<file path="src/rtl/zxuno_regbus_ctrl.sv">
// ZX-Uno style indirect register bus: an address port selects a register and a data port accesses it.
// Read data comes from the lowest-index enabled slave, and a sticky flag records slave contention.
module zxuno_regbus_ctrl #(
  parameter logic [15:0] ADDR_PORT = 16'hFC3B,
  parameter logic [15:0] DATA_PORT = 16'hFD3B,
  parameter int          NSLV      = 4
) (
  input  logic              clk,
  input  logic              rst,
  input  logic [15:0]       a,
  input  logic              iorq_n,
  input  logic              rd_n,
  input  logic              wr_n,
  input  logic [7:0]        din,
  output logic [7:0]        dout,
  output logic              oe_n,
  output logic [7:0]        zxuno_addr,
  output logic              zxuno_regrd,
  output logic              zxuno_regwr,
  output logic              regaddr_changed,
  input  logic [8*NSLV-1:0] slv_dout,
  input  logic [NSLV-1:0]   slv_oe_n,
  output logic              contention
);

  typedef enum logic [1:0] {IDLE, WR_ADDR, WR_DATA, RD} state_t;

  state_t     state_q;
  logic [7:0] addr_q, cap_q;
  logic       regwr_q, chg_q, cont_q, armed_q;

  logic       rdcyc, wrcyc, hit_addr, hit_data;
  logic       wr_addr_c, wr_data_c, rd_c, cont_set;
  logic [7:0] slv_sel;
  logic [3:0] n_low;

  assign rdcyc     = !iorq_n && !rd_n;
  assign wrcyc     = !iorq_n && !wr_n;
  assign hit_addr  = (a == ADDR_PORT);
  assign hit_data  = (a == DATA_PORT);
  assign wr_addr_c = wrcyc && hit_addr;
  assign wr_data_c = wrcyc && hit_data;
  assign rd_c      = rdcyc && (hit_addr || hit_data);

  // Walk from the top down so the lowest enabled index is the one left standing.
  always_comb begin
    slv_sel = 8'hFF;
    n_low   = 4'd0;
    for (int k = NSLV - 1; k >= 0; k--) begin
      if (!slv_oe_n[k]) begin
        slv_sel = slv_dout[8*k +: 8];
        n_low   = n_low + 4'd1;
      end
    end
  end

  assign zxuno_regrd = rdcyc && hit_data;
  assign oe_n        = !rd_c;
  assign dout        = oe_n ? 8'hFF : (hit_addr ? addr_q : slv_sel);
  assign cont_set    = zxuno_regrd && (n_low >= 4'd2);

  // armed_q blocks a strobe that straddled reset from starting a fresh cycle.
  always_ff @(posedge clk or posedge rst) begin
    if (rst) begin
      state_q <= IDLE;
      addr_q  <= 8'h00;
      cap_q   <= 8'h00;
      regwr_q <= 1'b0;
      chg_q   <= 1'b0;
      cont_q  <= 1'b0;
      armed_q <= 1'b0;
    end else begin
      regwr_q <= 1'b0;
      chg_q   <= 1'b0;
      if (cont_set) cont_q <= 1'b1;
      case (state_q)
        IDLE: begin
          if (!armed_q) begin
            if (!wrcyc && !rdcyc) armed_q <= 1'b1;
          end else if (wr_addr_c) begin
            state_q <= WR_ADDR;
            cap_q   <= din;
          end else if (wr_data_c) begin
            state_q <= WR_DATA;
            cap_q   <= din;
          end else if (rd_c) begin
            state_q <= RD;
          end
        end
        WR_ADDR: begin
          if (wr_addr_c) begin
            cap_q <= din;
          end else begin
            state_q <= IDLE;
            addr_q  <= cap_q;
            chg_q   <= 1'b1;
            if (!cont_set) cont_q <= 1'b0;
          end
        end
        WR_DATA: begin
          if (wr_data_c) begin
            cap_q <= din;
          end else begin
            state_q <= IDLE;
            regwr_q <= 1'b1;
          end
        end
        RD: begin
          if (!rd_c) state_q <= IDLE;
        end
        default: state_q <= IDLE;
      endcase
    end
  end

  assign zxuno_addr      = addr_q;
  assign zxuno_regwr     = regwr_q;
  assign regaddr_changed = chg_q;
  assign contention      = cont_q;

endmodule

</file>
<file path="config.mk">
export PLATFORM = sky130hd
export DESIGN_NAME = zxuno_regbus_ctrl
export DESIGN_NICKNAME = d
export VERILOG_FILES = /design/src/rtl/zxuno_regbus_ctrl.sv
export SDC_FILE = /design/constraint.sdc
export NUM_CORES = 1
export LEC_CHECK = 0
export CORE_ASPECT_RATIO = 1.75
export CORE_MARGIN = 2
export CORE_UTILIZATION = 42
export CTS_CLUSTER_DIAMETER = 100
export DETAILED_ROUTE_END_ITERATION = 8
export GPL_ROUTABILITY_DRIVEN = 0
export HOLD_SLACK_MARGIN = 0.02
export MAX_ROUTING_LAYER = met4
export PLACE_DENSITY = 0.81
export SYNTH_ARGS = -nofsm -noshare
export SYNTH_HDL_FRONTEND = slang
export SYNTH_SLANG_ARGS = --single-unit
</file>
<file path="constraint.sdc">
create_clock -name clk -period 5.06 [get_ports clk]
set_clock_uncertainty 0.05 [all_clocks]
set_input_delay 1.518 -clock clk [delete_from_list [all_inputs] [get_ports clk]]
set_output_delay 1.518 -clock clk [all_outputs]
set_load 0.02 [all_outputs]
</file>
### After elaboration in Yosys (flattened, before gate mapping)

Index checks and enable logic that the tools add are counted.

* input port bits: 65
* bits in registers: 22
* output and inout bits: 21

* reduce and logical (&&, ||, !) cells: 20
* muxes and demuxes: 33
* add/sub/neg operators: 3
* eq/ne operators: 11
* $lt $le $gt $ge: 1
* bitwise logic cells: 1

Operators by type and width (count)
* $mux 8: 10
* $eq 16x16->1 const B: 2
* $pmux 8 s3: 1
* $mux 2: 7
* $add 4x1->4 const B: 3
* $mux 4: 3
* $mux 1: 11
* $ne 2x2->1 const B: 5
* $logic_and 1x1->1: 8
* $pmux 2 s4: 1
* $logic_not 1->1: 6
* $reduce_and 5->1: 1
* $eq 2x2->1 const B: 2
* $ge 4x2->1 const B: 1
* $ne 4x4->1 const B: 1
* $reduce_and 3->1: 1
* $reduce_bool 3->1: 1
* $eq 2x1->1 const B: 1
* $logic_not 2->1: 1
* $reduce_and 2->1: 1
* $logic_or 1x1->1: 1
* $not 1->1: 1

### Depth between registers and ports, before layout

Gate-level depths: netlist of run 1.

* depth in word-level cells: 13
* depth in mapped cells: 10
* mapped depth without buffers: 9

### Least setup slack after synthesis of run 1

OpenSTA, ideal clock, no wires.

* path kind: input to output
* from: input a[7]
* to: output dout[3]
* path buffers: 2
* data required time: 3.492 ns
* arrival time: 3.336 ns
* stages: 7
* path slack: 0.156 ns
* cell sequence: or4b_1 or4_4 buf_6 nor2_4 buf_2 nand2_1 o211ai_1

* longest elaborated chain between the ends: 4

RTL lines
* start: declaration: RTL line 10 `input logic [15:0] a,`
* $eq 16x16->1, on equally long branches: RTL line 39, 40
* $logic_or 1x1->1: RTL line 43 `assign rd_c = rdcyc && (hit_addr || hit_data);`
* $logic_and 1x1->1: RTL line 43
* $mux 8 (*): RTL line 59 `assign dout = oe_n ? 8'hFF : (hit_addr ? addr_q : slv_sel);`
* end: declaration: RTL line 15 `output logic [7:0] dout,`

Mark *: on every way between the ends. The rest lies on a longest branch, timed or not.

### Worst setup path in the final report of run 1

* from: input a[7]
* to: output dout[6]

The elaborated chain is that of the path after synthesis.

==> results of run 1 <==
==> worst register-to-register path, stage by stage (launching register included) <==
cell and delay [ns]:
dfrtp_1 0.42, inv_1 0.10, ha_1 0.50, nor3_1 0.12, nor2_2 0.37, a31oi_1 0.41, o31ai_1 0.34, a2bb2oi_1 0.10
==> report_power, final <==
group	internal, mW	total [mW]	switching (mW)
clock	0.106	0.165	0.0597
sequential	0.178	0.180	0.00151
combinational	0.0652	0.103	0.0380
total	0.349	0.449	0.0992
==> repair_timing <==
| action | 4_1_cts | 5_1_grt |
|---|---|---|
| hold endpoints to repair | 0 | 0 |
| cloned | 1 | 0 |
| pin swaps | 3 | 7 |
| setup buffers | 1 | 0 |
| setup endpoints to repair | 10 | 10 |
| gates resized for setup | 46 | 11 |
==> flip-flops by register name, indices dropped and copies added, names as in the netlist <==
name	flops
regaddr_changed	1
zxuno_addr	8
armed_q	1
zxuno_regwr	1
cap_q	8
contention	1
state_q	2
==> Yosys cell counts (2+ instances only) <==
cell type and number:
nand2_1 23, nor2_1 9, a21o_1 2, buf_2 3
mux2i_1 3, nand3_1 10, o211ai_1 7, clkbuf_1 10
nand4bb_1 2, o31ai_1 10, nor3_1 4, inv_1 10
dfrtp_1 22, buf_1 2, o311ai_2 5, a31oi_1 2
xnor2_1 2, nor4_1 2, nand4_1 10, o221ai_1 7
nand2b_1 8, mux2_2 8, o21ai_0 7, o311ai_1 3
a21oi_1 6, a2bb2oi_1 9, ha_1 8
==> layout make-up <==
class                   instances  area [sq um]
clock inverters                 1          30.0
fillers                       353          1390
multi-input cells             165          1210
flip-flops and latches         22           551
inverters                      10          37.5
clock buffers                   3          41.3
well taps                      51          63.8
repair buffers                103           995
==> routing by layer <==
layer,vias up,share of wire (%),global-route usage [%]
met1,949,36,21.0
met5,-,0,-
met4,0,2.3,8.96
met3,12,6.3,3.09
li1,999,-,-
met2,80,55,43.3
==> cell families (layout without fill, tap and decap cells) <==
logic type / after synthesis / after routing
simple gates: 80 / 80
compound gates: 64 / 64
buf+inv: 26 / 117
flops: 22 / 22
mux: 11 / 11
fa+ha+maj: 8 / 8
xor+xnor: 2 / 2
==> how the worst max path moves through the flow <==
stage / to / slack (ns)
2_1_floorplan: dout[3] / 0.16
3_3_place_gp: dout[4] / -0.54
3_5_place_dp: dout[2] / -0.59
4_1_cts: dout[2] / 0.01
5_1_grt: dout[6] / -0.02
6_report: dout[6] / 0.06
==> stage by stage <==
step | hold WS, ns | setup slack [ns]
finish | 0.443 | 0.0592
global route | 0.479 | -0.0155
CTS | 0.445 | 0.0127
detailed placement | 0.427 | -0.593
global placement | 0.418 | -0.539
floorplan | 0.399 | 0.156
==> out/metrics.cfg, run 1 <==
[run_status]
status = finished, final reports clean

[route]
drcViolationCount = 0
wire_per_inst_um = 15.2
routed_wl_mm = 5.40
post_drt_via_cell_ratio = 5.75
drt_iter0_markers = 31
ant_nets = 0
num_vias = 2040
drtPass1Iterations = 6

[critical_path]
reg2reg_slack_ns = 2.53
crit_path_start_kind = input port
worstSetupEndpointType = output pin
crit_path_start = a[7]
crit_family = simple AND/OR/NAND/NOR gates
path_depth = 7
timing.critical_path.arrival_ns = 3.43
critPathKind = in -> out
worst_ep_required_time_ns = 3.49
critPathBufInv = 2
critPathSlowestCell = or4_4
reg2reg_from = state_q[1]
cpPeakStageDelay_ns = 0.58
r2r_cells = 7
rr_endpoint = cap_q[6]
cp_max_fo = 4
crit_chain = buf_6 -> or4b_4 -> or4_4 -> nor2_4 -> a211oi_1 -> a211o_1 -> buf_4

[hold_path]
worst_hold_path_type = reg -> reg
hold_start = armed_q
worstHoldPathCells = 1
worstHoldEndpoint = armed_q

[logic_synthesis]
synth.area.mux_share_pct = 6.43
synth_fa_ha_area_share_pct = 5.36
ys_seq_elements = 22
ys_seq_area_share_pct = 29.5
synthCells = 213
synthFlopType = dfrtp_1
synth_compound_area_share_pct = 28.4
yosys-top-cells-area = dfrtp_1 29%, ha_1 5.4%, mux2_2 4.8%
yosys.area.top_type = dfrtp_1
synth_top_family_by_area = compound AO/OA/AOI/OAI gates
synth_xor_area_share_pct = 0.938
syn_area_sq_um = 1870
synth_fp_nets = 286
synthArstFlopShare_pct = 100
yosys.area_share.simple_pct = 23.5
ys.warnings.count = 0
synth_top_area_share_pct = 29.5
avgSynthCellArea_sq_um = 8.76
synth-edff-count = 0
synth_cell_types = 46

[cts]
root_buffer = clkbuf_8
cts_sinks = 22
cts_tree = built
clk_pin_slew_ns = 0.08
cts_hold_buf = 0
cts_max_path_buffers = 2
insertion_delay_ns = 0.27
htree_levels = 1
cts_buffers = 3

[finish]
diodes = 0
finalInstanceArea_sq_um = 2930
final_util_pct = 67.8
final_cell_mix = 71 x clkdlybuf4s50_1, 23 x nand2_1, 22 x dfrtp_1
final_nets = 378
mostFrequentLayoutCell = clkdlybuf4s50_1
area_growth_pct = 57.1
drive_gt1_share_pct = 18.1
fin_cells = 355

[flow_run]
maxCapViolCount = 0

[power]
p_leak_nw = 1.15
finalPower_uw = 449
vdd_drop_max_mv = 0.146
powerDensity_nw_per_um2 = 153

[place]
portBuffers = 85
dp.cells = 349
place_hpwl_mm = 4.30
place_area_sq_um = 2860

[sta]
tightest_slew_ns = 0.874
setup_tns_ns = 0
post-route-period-util_pct = 98.8
hold_violations = 0
worst_slew_margin_rel_pct = 41.5
rsz0062_at_grt = yes
max_freq_mhz = 200
setup_violations = 0
layout_min_cycle_time_ns = 5.00
timing_max_transition_violations_final = 0

[floorplanning]
top_level_ports = 86
core-area_sq_um = 4320
die_h_um = 92.2
num_rows = 32
start_util_pct = 43.2
fp.dieW_um = 54.4
die-area_sq_um = 5010

[global_routing]
grt_max_degree = 23
grt_pass1_wl_mm = 8.52
grt_pass1_vias = 2016
antenna_found_initial = 0
gr-total-overflow = 0
track_usage_pct = 22.8

(Power assumes the default switching activity.)
==> run 2, diff against run 1 <==
--- a/config.mk
+++ b/config.mk
@@ -5,15 +5,16 @@
 export SDC_FILE = /design/constraint.sdc
 export NUM_CORES = 1
 export LEC_CHECK = 0
+export ABC_AREA = 1
 export CORE_ASPECT_RATIO = 1.75
 export CORE_MARGIN = 2
-export CORE_UTILIZATION = 42
+export CORE_UTILIZATION = 43
 export CTS_CLUSTER_DIAMETER = 100
 export DETAILED_ROUTE_END_ITERATION = 8
-export GPL_ROUTABILITY_DRIVEN = 0
 export HOLD_SLACK_MARGIN = 0.02
 export MAX_ROUTING_LAYER = met4
 export PLACE_DENSITY = 0.81
+export SKIP_LAST_GASP = 1
 export SYNTH_ARGS = -nofsm -noshare
 export SYNTH_HDL_FRONTEND = slang
 export SYNTH_SLANG_ARGS = --single-unit
==> out/metrics.cfg, run 2 <==
[finish]
drive_gt1_share_pct = 7.14  ; -11 points
nFillCells = 416  ; +18%
area_growth_pct = 48.2
final_util_pct = 65.5  ; -2.4 points
fin_cells = 458  ; +29%
diodes = 0  ; unchanged
mostFrequentLayoutCell = nand2_1
final_nets = 481  ; +27%
final_cell_mix = 86 x nand2_1, 76 x clkdlybuf4s50_1, 54 x nand3_1

[sta]
tightest_slew_ns = 0.824  ; -0.0499 ns
timing_max_transition_violations_final = 0  ; unchanged
max_freq_mhz = 204  ; +2.2%
hold_violations = 0  ; unchanged
setup_violations = 0  ; unchanged
post-route-period-util_pct = 96.7  ; -2.1 points
holdWs_ns = 0.436  ; -0.00643 ns
setup_tns_ns = 0  ; unchanged
layout_min_cycle_time_ns = 4.89  ; -0.107 ns
rsz0062_at_grt = no
worst_slew_margin_rel_pct = 45.0  ; +3.5 points

[run_status]
status = finished, final reports clean

[place]
gp_congestion = 1.01
dp.cells = 455  ; +30%
place_hpwl_mm = 5.07  ; +18%
portBuffers = 85  ; unchanged

[logic_synthesis]
synthFlopType = dfrtp_1
synthArstFlopShare_pct = 100  ; unchanged
yosys-top-cells-area = dfrtp_1 27%, nand2_1 16%, nand3_1 13%
synth-edff-count = 0  ; unchanged
synthMostInstantiatedCell = nand2_1
yosys.area.top_type = dfrtp_1
synthCells = 320  ; +50%
synth_fp_nets = 393  ; +37%
syn_area_sq_um = 2060  ; +10%
ys.warnings.count = 0  ; unchanged
synth_cell_types = 29  ; -37%
ys_seq_elements = 22  ; unchanged
synth_top_area_share_pct = 26.7  ; -2.8 points
ys_seq_area_share_pct = 26.7  ; -2.8 points
synth_common_cells = 86 x nand2_1, 54 x nand3_1, 37 x inv_1, 27 x nor2_1, 22 x dfrtp_1
avgSynthCellArea_sq_um = 6.44  ; -27%

[cts]
clk_pin_slew_ns = 0.07  ; about the same
cts_max_path_buffers = 2  ; unchanged
root_buffer = clkbuf_8
cts_tree = built
cts_sinks = 22  ; unchanged
cts_setup_buffers = 0  ; -1
insertion_delay_ns = 0.26  ; about the same
htree_levels = 1  ; unchanged
cts_buffers = 3  ; unchanged

[critical_path]
crit_chain = clkdlybuf4s50_1 -> inv_1 -> nor2_1 -> nand2_1 -> nor2_4 -> buf_4 -> nand3_4 -> inv_1 -> clkdlybuf4s50_1
critPathKind = in -> out
cpPeakStageDelay_ns = 0.62  ; +0.04 ns
timing.critical_path.arrival_ns = 3.33  ; -0.10 ns
critPathSlowestCell = clkdlybuf4s50_1
worstSetupEndpointType = output pin
worst_ep_required_time_ns = 3.49  ; about the same
cp_max_fo = 3  ; -1
crit_path_start_kind = input port

[power]
finalPower_mw = 1.11  ; +150%
p_leak_nw = 1.43  ; +25%
vdd_drop_max_mv = 0.293  ; +100%
powerDensity_nw_per_um2 = 364  ; +140%

[route]
wire_per_inst_um = 13.8  ; -9.3%
post_drt_via_cell_ratio = 5.22  ; -9.1%
num_vias = 2393  ; +17%
drt_iter0_markers = 126  ; +310%
ant_nets = 0  ; unchanged
drcViolationCount = 0  ; unchanged
drtPass1Iterations = 4  ; -2
routed_wl_mm = 6.32  ; +17%

[global_routing]
track_usage_pct = 24.6  ; +1.9 points
grt_most_used_layer = met2
grt_pass1_vias = 2303  ; +14%
grt_max_degree = 23  ; unchanged
grt_use_met1_pct = 24.3  ; +3.3 points
gr-total-overflow = 0  ; unchanged
antenna_found_initial = 0  ; unchanged
gr-usage-met3_pct = 2.99  ; -0.11 points
grt_pass1_wl_mm = 10.3  ; +21%
use_met2_pct = 49.2  ; +5.9 points

[floorplanning]
fp.dieW_um = 56.3  ; +3.6%
die-area_sq_um = 5380  ; +7.4%
die_h_um = 95.6  ; +3.7%
core-area_sq_um = 4670  ; +7.9%
num_rows = 33  ; +3.1%
top_level_ports = 86  ; unchanged
start_util_pct = 44.2  ; +1.0 points

[hold_path]
worst_hold_path_type = reg -> reg

[flow_run]
maxCapViolCount = 0  ; unchanged

## run 2: worst max-delay path, delay by kind of cell
kind                   cells  cell delay, ns
buffers and inverters      5            1.44
and+or+nand+nor            4            0.36
## run 2: cell families after synthesis
group           after synthesis  synth area share (%)
simple gates                187                  42.3
buf+inv                      52                  10.1
compound gates               49                  15.2
flops                        22                  26.7
fa+ha+maj                     8                  4.86
xor+xnor                      2                 0.850
## run 2: cell type report
cell class | instances | area [sq um] | share of cell area, %
tap | 52 | 65.1 | 2.13
multi-input combinational | 246 | 1300 | 42.6
clock buffer | 3 | 41.3 | 1.35
timing repair buffer | 94 | 941 | 30.8
inverter | 41 | 154 | 5.04
sequential | 22 | 551 | 18.0
## run 2: repair_timing
action                     4_1_cts  5_1_grt
gates resized for setup          0        9
setup endpoints to repair        0        9
hold buffers                     0        0
## run 2: report_power, final
group	internal, mW	switching [mW]
clock network	0.0531	0.0527
registers	0.257	0.0536
logic	0.284	0.412
## run 2: final timing paths
kind	slack, ns	start	endpoint	cells past startpoint
max	0.17	a[3]	zxuno_regrd	9
min	0.44	cap_q[0]	cap_q[0]	2
max reg2reg	2.86	state_q[1]	cap_q[7]	7
min reg2reg	0.44	cap_q[0]	cap_q[0]	2
max in group asynchronous	2.78	rst	zxuno_addr[5]	2
min in group asynchronous	1.67	rst	state_q[1]	2
## run 2: metrics by stage
step / setup WS [ns] / instance area [sq um]
after floorplan: 1.02 / 2060
final: 0.166 / 3050
after global routing: 0.0543 / 3050
after detailed placement: 0.0497 / 2990
after global placement: 0.0805 / 2990
after CTS: 0.0475 / 3030
## run 2: layer usage
metal  wire length, um  vias to the layer above
li1                  -                     1226
met1              2340                     1066
met2              3490                       89
met3               362                       12
met4               130                        0
met5                 0                        -
==> run 3, diff against run 2 <==
--- a/config.mk
+++ b/config.mk
@@ -5,15 +5,15 @@
 export SDC_FILE = /design/constraint.sdc
 export NUM_CORES = 1
 export LEC_CHECK = 0
-export ABC_AREA = 1
 export CORE_ASPECT_RATIO = 1.75
 export CORE_MARGIN = 2
 export CORE_UTILIZATION = 43
+export CTS_BUF_LIST = sky130_fd_sc_hd__clkbuf_8
 export CTS_CLUSTER_DIAMETER = 100
 export DETAILED_ROUTE_END_ITERATION = 8
 export HOLD_SLACK_MARGIN = 0.02
 export MAX_ROUTING_LAYER = met4
-export PLACE_DENSITY = 0.81
+export PLACE_DENSITY = 0.83
 export SKIP_LAST_GASP = 1
 export SYNTH_ARGS = -nofsm -noshare
 export SYNTH_HDL_FRONTEND = slang
==> out/metrics.cfg, run 3 (same netlist as run 1, synthesis figures left out) <==
[run_status]
status = finished, final reports clean

[finish]
multi_input_area_sq_um = 1220  ; -6.1%
drive_gt1_share_pct = 17.5  ; +10 points
final_cell_mix = 71 x clkdlybuf4s50_1, 22 x nand2_1, 22 x dfrtp_1
final_nets = 377  ; -22%
diodes = 0  ; unchanged
area_growth_pct = 56.1
final-seq-area_sq_um = 551  ; unchanged
nFillCells = 361  ; -13%
mostFrequentLayoutCell = clkdlybuf4s50_1
finalInstanceArea_sq_um = 2910  ; -4.6%

[floorplanning]
fp.dieW_um = 53.8  ; -4.5%
die-area_sq_um = 4900  ; -8.9%
top_level_ports = 86  ; unchanged
core-area_sq_um = 4150  ; -11%
die_h_um = 91.2  ; -4.6%
num_rows = 31  ; -6.1%
start_util_pct = 45.0  ; +0.81 points

[sta]
tightest_slew_ns = 0.829  ; +0.00556 ns
post-route-period-util_pct = 98.4  ; +1.7 points
timing_max_transition_violations_final = 0  ; unchanged
hold_violations = 0  ; unchanged
setup_violations = 0  ; unchanged
worst_slew_margin_rel_pct = 44.7  ; -0.31 points
setup_tns_ns = 0  ; unchanged
layout_min_cycle_time_ns = 4.98  ; +0.0839 ns
max_freq_mhz = 201  ; -1.7%

[critical_path]
crit_path_start = a[6]
r2r_cells = 7  ; unchanged
crit_path_start_kind = input port
cp_max_fo = 8  ; +5
reg2reg_from = state_q[1]
rr_endpoint = cap_q[1]
worstSetupEndpointType = output pin
timing.critical_path.arrival_ns = 3.41  ; +0.08 ns
critPathKind = in -> out
worst_ep_required_time_ns = 3.49  ; about the same
endpoint = dout[1]
reg2reg_slack_ns = 2.63  ; -0.23 ns

[hold_path]
worst_hold_path_type = reg -> reg

[place]
place_hpwl_mm = 4.24  ; -16%
place_area_sq_um = 2830  ; -5.3%
portBuffers = 85  ; unchanged
gp_congestion = 0.895  ; -11%

[cts]
htree_levels = 1  ; unchanged
cts_buffers = 3  ; unchanged
cts_tree = built
insertion_delay_ns = 0.25  ; about the same
cts_sinks = 22  ; unchanged
cts_max_path_buffers = 2  ; unchanged
clk_pin_slew_ns = 0.08  ; about the same
root_buffer = clkbuf_8

[power]
vdd_drop_max_mv = 0.136  ; -54%
powerDensity_nw_per_um2 = 152  ; -58%
finalPower_uw = 442  ; -60%
p_leak_nw = 1.13  ; -21%

[route]
ant_nets = 0  ; unchanged
drcViolationCount = 0  ; unchanged
drtPass1Iterations = 4  ; unchanged
num_vias = 2011  ; -16%
wire_per_inst_um = 15.0  ; +9.1%
routed_wl_mm = 5.30  ; -16%
drt_iter0_markers = 49  ; -61%
post_drt_via_cell_ratio = 5.71  ; +9.3%

[global_routing]
gr-total-overflow = 0  ; unchanged
antenna_found_initial = 0  ; unchanged
grt_pass1_vias = 1926  ; -16%
grt_pass1_wl_mm = 8.44  ; -18%
grt_max_degree = 23  ; unchanged
track_usage_pct = 22.8  ; -1.8 points

[flow_run]
maxCapViolCount = 0  ; unchanged

## run 3: cell count changes in the layout (fill, tap and decap cells not counted), moves of 12 or more
cell     previous run  this run
nand2_1            86        22
nand3_1            54        10
inv_1              37        10
nor2_1             27         9
a21oi_1            20         6
buf_4               9        21
## run 3: worst min path at each step
stage / from / end / slack, ns / depth (start not counted)
4_1_cts: armed_q / armed_q / 0.45 / 1
5_1_grt: armed_q / armed_q / 0.47 / 1
6_report: armed_q / armed_q / 0.44 / 1
3_3_place_gp: armed_q / armed_q / 0.42 / 1
3_5_place_dp: armed_q / armed_q / 0.43 / 1
2_1_floorplan: armed_q / armed_q / 0.40 / 1
## run 3: final cells by class
class | count | share of cell area (%)
sequential | 22 | 18.9
tap | 49 | 2.10
clock buffer | 3 | 1.42
inverter | 10 | 1.29
clock inverter | 1 | 1.03
timing repair buffer | 102 | 33.3
multi-input combinational | 165 | 42.0
## run 3: stage by stage
step                std cells  utilization (%)  hold WS (ns)  setup WS [ns]
global route              352             70.2         0.471     -0.0000862
detailed placement        346             68.3         0.427         -0.602
floorplan                 213                -         0.399          0.156
CTS                       353             70.4         0.445         0.0229
finish                    352             70.2         0.440         0.0824
global placement          346             68.3         0.420         -0.533
## run 3: per-layer routing
layer	GRT usage, %	vias to the layer above	share of wire [%]
li1	-	995	-
met5	-	-	0
met1	22.5	924	36
met2	42.5	88	55
met4	8.33	0	1.3
met3	2.47	4	7.6
## run 3: where the power goes
| part | internal (mW) | switching, mW |
|---|---|---|
| sequential | 0.178 | 0.00155 |
| combinational | 0.0643 | 0.0381 |
| clock | 0.105 | 0.0542 |
## run 3: worst max-delay path, stage by stage
cell and delay [ns]:
clkdlybuf4s15_1 0.18, or4b_4 0.52, or4_4 0.52, nor2_4 0.20
buf_12 0.16, nand2_1 0.05, o211ai_1 0.08, buf_2 0.18
## run 3: repair_timing
action,4_1_cts,5_1_grt
cloned,1,0
gates resized for setup,43,10
buffers inserted,2,0
hold buffers,0,0
pin swaps,3,7
endpoints found under the setup margin,10,10
